`config.mk`:
```
export PLATFORM = sky130hd
export DESIGN_NAME = ddr_page_arbiter
export DESIGN_NICKNAME = d
export VERILOG_FILES = /design/src/rtl/ddr_arb_pkg.sv /design/src/rtl/ddr_page_arbiter.sv
export SDC_FILE = /design/constraint.sdc
export NUM_CORES = 1
export LEC_CHECK = 0
export CAP_MARGIN = 40
export CORE_UTILIZATION = 46
export DETAILED_ROUTE_END_ITERATION = 6
export PLACE_DENSITY = 0.82
export SLEW_MARGIN = 25
export SYNTH_ARGS = -nofsm -noshare
export SYNTH_HDL_FRONTEND = slang
export SYNTH_SLANG_ARGS = --single-unit
```
`constraint.sdc`:
```
create_clock -name i_pix_clk -period 2.8 [get_ports i_pix_clk]
set_input_delay 0.56 -clock i_pix_clk [delete_from_list [all_inputs] [get_ports i_pix_clk]]
set_output_delay 0.56 -clock i_pix_clk [all_outputs]
set_load 0.01 [all_outputs]
```
`src/rtl/ddr_arb_pkg.sv`:
```
// Shared constants for the DDR3 ping-pong page arbiter and the address
// generators on either side of it.
package ddr_arb_pkg;

    localparam logic [1:0] ST_IDLE     = 2'd0;
    localparam logic [1:0] ST_ISSUE_WR = 2'd1;
    localparam logic [1:0] ST_ISSUE_RD = 2'd2;
    localparam logic [1:0] ST_SWAP     = 2'd3;

    localparam int PAGE_ONE_BASE = 1;
    localparam int PAGE_TWO_BASE = 11449;
    localparam int PAGE_SIZE     = 11448;

endpackage

```
`src/rtl/ddr_page_arbiter.sv`:
```
// Arbitrates the single DDR3 command port between the video writer and the
// block-order reader, and sequences the ping-pong page swap between them.
module ddr_page_arbiter
    import ddr_arb_pkg::*;
#(
    parameter int ADDR_W     = 16,
    parameter int PAGE_ONE   = PAGE_ONE_BASE,
    parameter int PAGE_TWO   = PAGE_TWO_BASE,
    parameter int STARVE_MAX = 4
) (
    input  logic              i_pix_clk,
    input  logic              rst,
    input  logic              wr_req,
    input  logic [ADDR_W-1:0] wr_off,
    output logic              wr_ack,
    output logic              wr_stall,
    input  logic              frame_done,
    input  logic              rd_req,
    input  logic [ADDR_W-1:0] rd_addr,
    output logic              rd_ack,
    input  logic              rd_done,
    output logic              page_sel,
    output logic              cmd_valid,
    output logic              cmd_we,
    output logic [ADDR_W-1:0] cmd_addr,
    input  logic              cmd_ready,
    output logic              overrun
);

    localparam int SC_W = $clog2(STARVE_MAX + 1);

    logic [1:0]        r_state;
    logic [SC_W-1:0]   r_starve_cnt;
    logic              r_swap_pending;
    logic              r_rd_busy;
    logic              r_page_sel;
    logic              r_cmd_valid;
    logic              r_cmd_we;
    logic [ADDR_W-1:0] r_cmd_addr;
    logic              r_wr_ack;
    logic              r_rd_ack;
    logic              r_overrun;

    logic              w_starve_ok;
    logic [ADDR_W-1:0] w_wr_base;
    logic [ADDR_W-1:0] w_wr_addr;

    assign w_starve_ok = (r_starve_cnt < SC_W'(STARVE_MAX));
    // page_sel names the page being read; the writer fills the other one
    assign w_wr_base   = r_page_sel ? ADDR_W'(PAGE_ONE) : ADDR_W'(PAGE_TWO);
    assign w_wr_addr   = w_wr_base + wr_off;

    always_ff @(posedge i_pix_clk or posedge rst) begin
        if (rst) begin
            r_state        <= ST_IDLE;
            r_starve_cnt   <= '0;
            r_swap_pending <= 1'b0;
            r_rd_busy      <= 1'b0;
            r_page_sel     <= 1'b0;
            r_cmd_valid    <= 1'b0;
            r_cmd_we       <= 1'b0;
            r_cmd_addr     <= '0;
            r_wr_ack       <= 1'b0;
            r_rd_ack       <= 1'b0;
            r_overrun      <= 1'b0;
        end else begin
            r_wr_ack  <= 1'b0;
            r_rd_ack  <= 1'b0;
            r_overrun <= frame_done && r_swap_pending;
            if (rd_done)
                r_rd_busy <= 1'b0;
            if (frame_done)
                r_swap_pending <= 1'b1;

            case (r_state)
                ST_IDLE: begin
                    if (r_swap_pending && !r_rd_busy) begin
                        r_state <= ST_SWAP;
                    end else if (rd_req && (!wr_req || w_starve_ok)) begin
                        r_state     <= ST_ISSUE_RD;
                        r_cmd_valid <= 1'b1;
                        r_cmd_we    <= 1'b0;
                        r_cmd_addr  <= rd_addr;
                    end else if (wr_req) begin
                        r_state     <= ST_ISSUE_WR;
                        r_cmd_valid <= 1'b1;
                        r_cmd_we    <= 1'b1;
                        r_cmd_addr  <= w_wr_addr;
                    end
                end
                ST_ISSUE_WR: begin
                    if (cmd_ready) begin
                        r_state      <= ST_IDLE;
                        r_cmd_valid  <= 1'b0;
                        r_wr_ack     <= 1'b1;
                        r_starve_cnt <= '0;
                    end
                end
                ST_ISSUE_RD: begin
                    if (cmd_ready) begin
                        r_state     <= ST_IDLE;
                        r_cmd_valid <= 1'b0;
                        r_rd_ack    <= 1'b1;
                        if (wr_req && w_starve_ok)
                            r_starve_cnt <= r_starve_cnt + 1'b1;
                    end
                end
                ST_SWAP: begin
                    // overrides same-cycle flag updates so a late frame_done cannot re-arm a swap
                    r_state        <= ST_IDLE;
                    r_page_sel     <= ~r_page_sel;
                    r_rd_busy      <= 1'b1;
                    r_swap_pending <= 1'b0;
                    r_starve_cnt   <= '0;
                end
                default: r_state <= ST_IDLE;
            endcase
        end
    end

    assign wr_stall  = r_swap_pending;
    assign page_sel  = r_page_sel;
    assign cmd_valid = r_cmd_valid;
    assign cmd_we    = r_cmd_we;
    assign cmd_addr  = r_cmd_addr;
    assign wr_ack    = r_wr_ack;
    assign rd_ack    = r_rd_ack;
    assign overrun   = r_overrun;

endmodule

```
# Word-level counts from Yosys, hierarchy flattened
# Index checks and enable logic that the tools add are counted.
[word_totals] output_inout_bits=23 mem_bits_rw=0 mem_bits_ro=0 ff_bits=29 memories=0 latch_bits=0 inputBits=39
[classes] add_sub_neg=2 mul=0 div_mod_pow=0 n_eq_ne=10 n_lt_le_gt_ge=1 mux=25 bitwise=2 shift=0 n_reduce_logical=18
[ops] operator="16-bit 2-to-1 mux" count=2
[ops] operator="14-bit by 16-bit adder with 16-bit output" count=1
[ops] operator="14-bit 2-to-1 mux" count=1
[ops] operator="1-bit 2-to-1 mux" count=12
[ops] operator="3-bit 2-to-1 mux" count=3
[ops] operator="3-bit one-hot mux with 3 select lines" count=1
[ops] operator="2-bit 2-to-1 mux" count=4
[ops] operator="2-bit != test (second input constant)" count=4
[ops] operator="4-bit AND reduction" count=2
[ops] operator="2-bit nonzero test" count=4
[ops] operator="2-bit one-hot mux with 3 select lines" count=1
[ops] operator="2-bit equality test (second input constant)" count=2
[ops] operator="1-bit logical AND" count=4
[ops] operator="4-bit != test (second input constant)" count=1
[ops] operator="3-bit by 1-bit adder with 3-bit output (second input constant)" count=1
[ops] operator="3-bit less-than comparator (second input constant)" count=1
[ops] operator="3-bit != test (second input constant)" count=1
[ops] operator="3-bit AND reduction" count=1
[ops] operator="3-bit nonzero test" count=1
[ops] operator="2-bit by 1-bit equality test with 1-bit output (second input constant)" count=1
[ops] operator="1-bit logical NOT" count=2
[ops] operator="2-bit logical NOT" count=1
[ops] operator="2-bit by 1-bit != test with 1-bit output (second input constant)" count=1
[ops] operator="1-bit inverter" count=2
[ops] operator="4 further kinds" count=4

# Longest topological paths before layout
[logic_depth] word_depth=6 mapped_depth=9 ltp_nobuf=7

# Worst setup path after synthesis
# Ideal clock, no wire load.
[synth_path] path_kind="register to register" startpoint="register r_page_sel, in the netlist page_sel" endpoint="register r_cmd_addr[14], in the netlist cmd_addr[14]" setup_slack_ns=0.753 stages_incl_launch_ff=8 t_arrival_ns=1.915 required_ns=2.669 n_path_buf=0 path_cell_list="dfrtp_1 > inv_1 > ha_1 > nand2_2 > o211a_4 > nor4_4 > nor4_1 > or3b_1"
[synth_between] elab_chain_cells=4
[synth_rtl] item="start, declared" line="ddr_page_arbiter.sv:36" source="logic r_page_sel;"
[synth_rtl] item="start signal, assigned" line="ddr_page_arbiter.sv:111" source="r_page_sel <= ~r_page_sel;"
[synth_rtl] item="14-bit 2-to-1 mux" line="ddr_page_arbiter.sv:50" source="assign w_wr_base = r_page_sel ? ADDR_W'(PAGE_ONE) : ADDR_W'(PAGE_TWO);"
[synth_rtl] item="via w_wr_base[10]" line="ddr_page_arbiter.sv:45" source="logic [ADDR_W-1:0] w_wr_base;"
[synth_rtl] item="14-bit by 16-bit adder with 16-bit output" line="ddr_page_arbiter.sv:51" source="assign w_wr_addr = w_wr_base + wr_off;"
[synth_rtl] item="16-bit 2-to-1 mux" line="ddr_page_arbiter.sv:84" source="end else if (wr_req) begin"
[synth_rtl] item="16-bit 2-to-1 mux" line="ddr_page_arbiter.sv:79" source="end else if (rd_req && (!wr_req || w_starve_ok)) begin"
[synth_rtl] item="end signal, assigned" line="ddr_page_arbiter.sv:83" source="r_cmd_addr <= rd_addr;"
[synth_rtl] item="end signal, assigned" line="ddr_page_arbiter.sv:88" source="r_cmd_addr <= w_wr_addr;"
[synth_rtl] item="end, declared" line="ddr_page_arbiter.sv:39" source="logic [ADDR_W-1:0] r_cmd_addr;"
# The timed path passes the listed nets, and every way through them passes these cells. The select of a mux whose other input is x is not followed.
# A chain may end at the register's enable or synchronous reset.

# Final worst setup path
[layout_path] startpoint="input wr_off[5]" endpoint="register r_cmd_addr[13], in the netlist cmd_addr[13]"
[layout_between] elab_chain_cells=3
[layout_rtl] item="start, declared" line="ddr_page_arbiter.sv:14" source="input logic [ADDR_W-1:0] wr_off,"
[layout_rtl] item="14-bit by 16-bit adder with 16-bit output" line="ddr_page_arbiter.sv:51"
[layout_rtl] item="16-bit 2-to-1 mux" line="ddr_page_arbiter.sv:84"
[layout_rtl] item="16-bit 2-to-1 mux" line="ddr_page_arbiter.sv:79"
# Every way passes these cells. The select of a mux whose other input is x is not followed.

==> impl_metrics.env <==
export IMPL_synth_top_area_cell="dfrtp_1"
export IMPL_utilization_pct=66.84
export IMPL_yosysTopAreaCellShare_pct=37.83
export IMPL_synth_seq_area_share_pct=37.83
export IMPL_port_buffers=61
export IMPL_worst_hold_slack_ns=0.4798
export IMPL_syn_area_per_cell_um2=8.963
export IMPL_synth_edf_count=0
export IMPL_cts_tree="yes"
export IMPL_finClkSkew_ns=0.004796
export IMPL_yosysWarnings=0
export IMPL_nets=332
export IMPL_hold_viol=0
export IMPL_startpoint_type="input pin"
export IMPL_cts_made_buffers=5
export IMPL_first_iter_violations=79
export IMPL_min_path_type="reg2reg"
export IMPL_die_height_um=66.58
export IMPL_critPathKind="in2reg"
export IMPL_htreeDepth=2
export IMPL_hp_start="r_rd_busy$_DFFE_PP0P_"
export IMPL_p_per_area_nw_per_um2=955.6
export IMPL_drt_pre_antenna_iters=4
export IMPL_routed_wl_um=4960
export IMPL_rr_worst_depth=7
export IMPL_netlist_area_um2=1918
export IMPL_post_cts_resized=0
export IMPL_post_dp_hpwl_um=3864
export IMPL_synth_area_leaders="dfrtp_1 (38%), ha_1 (8.5%), a21oi_1 (5.2%)"
export IMPL_synth_seq_cells=29
export IMPL_area_growth_pct=39.40
export IMPL_grt_first_pass_wirelength_um=7900
export IMPL_ys_types=45
export IMPL_power_w=0.002555
export IMPL_rrSetupSlack_ns=0.45
export IMPL_fmax_mhz=411.7
export IMPL_clkLatencyLatePin_ns=0.28
export IMPL_post_route_drc_count=0
export IMPL_grt_ovfl_total=0
export IMPL_tns_ns=0
export IMPL_post_cts_setup_buffers=0
export IMPL_drt_antenna_violating_nets=0
export IMPL_ctsHoldBuffers=0
export IMPL_die_w_um=66.58
export IMPL_initial_utilization_pct=47.95
export IMPL_hold_end="r_rd_busy$_DFFE_PP0P_"
export IMPL_postSynth_asyncResetShare_pct=100.0
export IMPL_r2r_start="page_sel$_DFFE_PP0P_"
export IMPL_cts_sinks=29
export IMPL_antenna_found_initial=0
export IMPL_hold_depth=1
export IMPL_finalCriticalPeriod_ns=2.429
export IMPL_worstReg2RegEnd="cmd_addr[13]$_DFFE_PP0P_"
export IMPL_wl_per_cell_um=15.03
export IMPL_tightest_slew_ns=0.7359
export IMPL_drv_slew=0
export IMPL_fill_cells=353
export IMPL_core_area_um2=4000
export IMPL_endpoint_kind="register"
export IMPL_clk_path_buf_depth=2
export IMPL_finalSetupViolations=0
export IMPL_crit_start="wr_off[5]"
export IMPL_gp_congestion=0.9035
export IMPL_viasPerCell=5.558
export IMPL_cts_root_buffer="clkbuf_8"
export IMPL_n_antenna_cell=0
export IMPL_slew_headroom_pct=50.25
export IMPL_maxCapViolations=0
export IMPL_required_ns=2.95
export IMPL_pin_count=62
export IMPL_cp_data_arrival_time_ns=2.58
export IMPL_crit_fanout=5
export IMPL_leakagePower_nw=1.150
export IMPL_ir_drop_v=0.0004857
export IMPL_synth_fp_nets=266
export IMPL_synth_flop_cell="dfrtp_1"
export IMPL_grt_pass1_vias=1686
export IMPL_synth_common_cells="dfrtp_1 (29), nand2_1 (22), a21oi_1 (20)"
export IMPL_grt_max_degree=30
export IMPL_rsz0062_at_grt="no"
export IMPL_synth_most_common_cell="dfrtp_1"
export IMPL_status="complete, no violations"
export IMPL_vias=1834
export IMPL_min_period_over_period_pct=86.76
export IMPL_grtUsageTotal_pct=24.11
export IMPL_rows=23
export IMPL_syn_inst=214
export IMPL_drive_gt1_share_pct=7.143
export IMPL_die_area_um2=4432
export IMPL_clkSlewWorstSetupHoldPaths_ns=0.06
==> kinds of logic after synthesis <==
kind of cell	Yosys count	synth area share [%]
muxes	4	2.087
AOI/OAI and AO/OA	56	18.66
xor gates and xnor gates	12	5.479
buffers and inverters	17	4.109
adders and majority gates	13	8.480
DFF	29	37.83
and+or+nand+nor	83	23.35
==> power by group <==
group	leakage [nW]	switching [W]	total, W	internal (W)
combinational	0.747	0.000786	0.00150	0.000712
clock	0.0443	0.000148	0.000342	0.000194
sequential	0.359	0.000111	0.000715	0.000604
total	1.15	0.00104	0.00256	0.00151
==> sequential cells by signal (all words and copies together), names as in the netlist <==
register and count:
r_state 2, r_starve_cnt 3, rd_ack 1, overrun 1, wr_ack 1, r_rd_busy 1, cmd_valid 1, page_sel 1
wr_stall 1, cmd_we 1, cmd_addr 16
==> critical path: stages <==
cell,delay [ns]
clkdlybuf4s50_1,0.41
ha_1,0.37
a21oi_1,0.32
o211ai_1,0.21
a211oi_1,0.37
mux2i_1,0.25
nand3_1,0.09
==> metal layers <==
| metal | share of wire, % | GRT usage, % | up-vias |
|---|---|---|---|
| met4 | 1.5 | 8.777 | 0 |
| met2 | 47 | 37.25 | 57 |
| li1 | - | - | 908 |
| met3 | 4.9 | 4.623 | 5 |
| met1 | 47 | 33.19 | 864 |
| met5 | 0 | 0 | - |
==> layout make-up <==
| cell class | count | area [um^2] | area share [%] |
|---|---|---|---|
| tap | 50 | 62.56 | 2.340 |
| sequential | 29 | 725.7 | 27.14 |
| inverter | 10 | 37.54 | 1.404 |
| timing repair buffer | 66 | 648.1 | 24.24 |
| multi-input combinational | 168 | 1114 | 41.65 |
| clock buffer | 7 | 86.33 | 3.229 |
==> placed cells by master, fill, tap and decap left out, drive strengths merged <==
master and instances:
nand2b 2, o32ai 1, or3 2, xor2 8, nor3b 1, nor3 8, o311ai 1, nor4b 1
clkdlybuf4s50 61, nor2b 1, and4 1, nor4 2, a211oi 3, a22oi 2, o2bb2ai 1, buf 5
o211ai 4, a31oi 2, clkbuf 7, nor2 16, xnor2 4, nand4 2, mux2i 4, ha 13
o21ai 14, o31ai 3, inv 10, a21o 1, a41o 1, o211a 1, o2111ai 1, nand3 13
nand2 23, dfrtp 29, or3b 1, a21oi 20, a21boi 1, and2 5, and3 5
==> worst max path at each step <==
stage	endpoint	slack [ns]
detailed placement	cmd_addr[13]$_DFFE_PP0P_	0.17
finish	cmd_addr[13]$_DFFE_PP0P_	0.37
floorplan	cmd_addr[14]$_DFFE_PP0P_	0.75
global placement	cmd_addr[13]$_DFFE_PP0P_	0.27
global route	cmd_addr[13]$_DFFE_PP0P_	0.33
CTS	cmd_addr[13]$_DFFE_PP0P_	0.43
==> metrics by stage <==
stage	setup slack [ns]	area, um^2	cells
6_report	0.3709	2674	330
5_1_grt	0.3262	2674	330
4_1_cts	0.4317	2674	330
3_5_place_dp	0.1660	2587	323
3_3_place_gp	0.2674	2587	323
2_1_floorplan	0.7532	1918	214
Note: power is estimated with default switching activity, not from simulation.
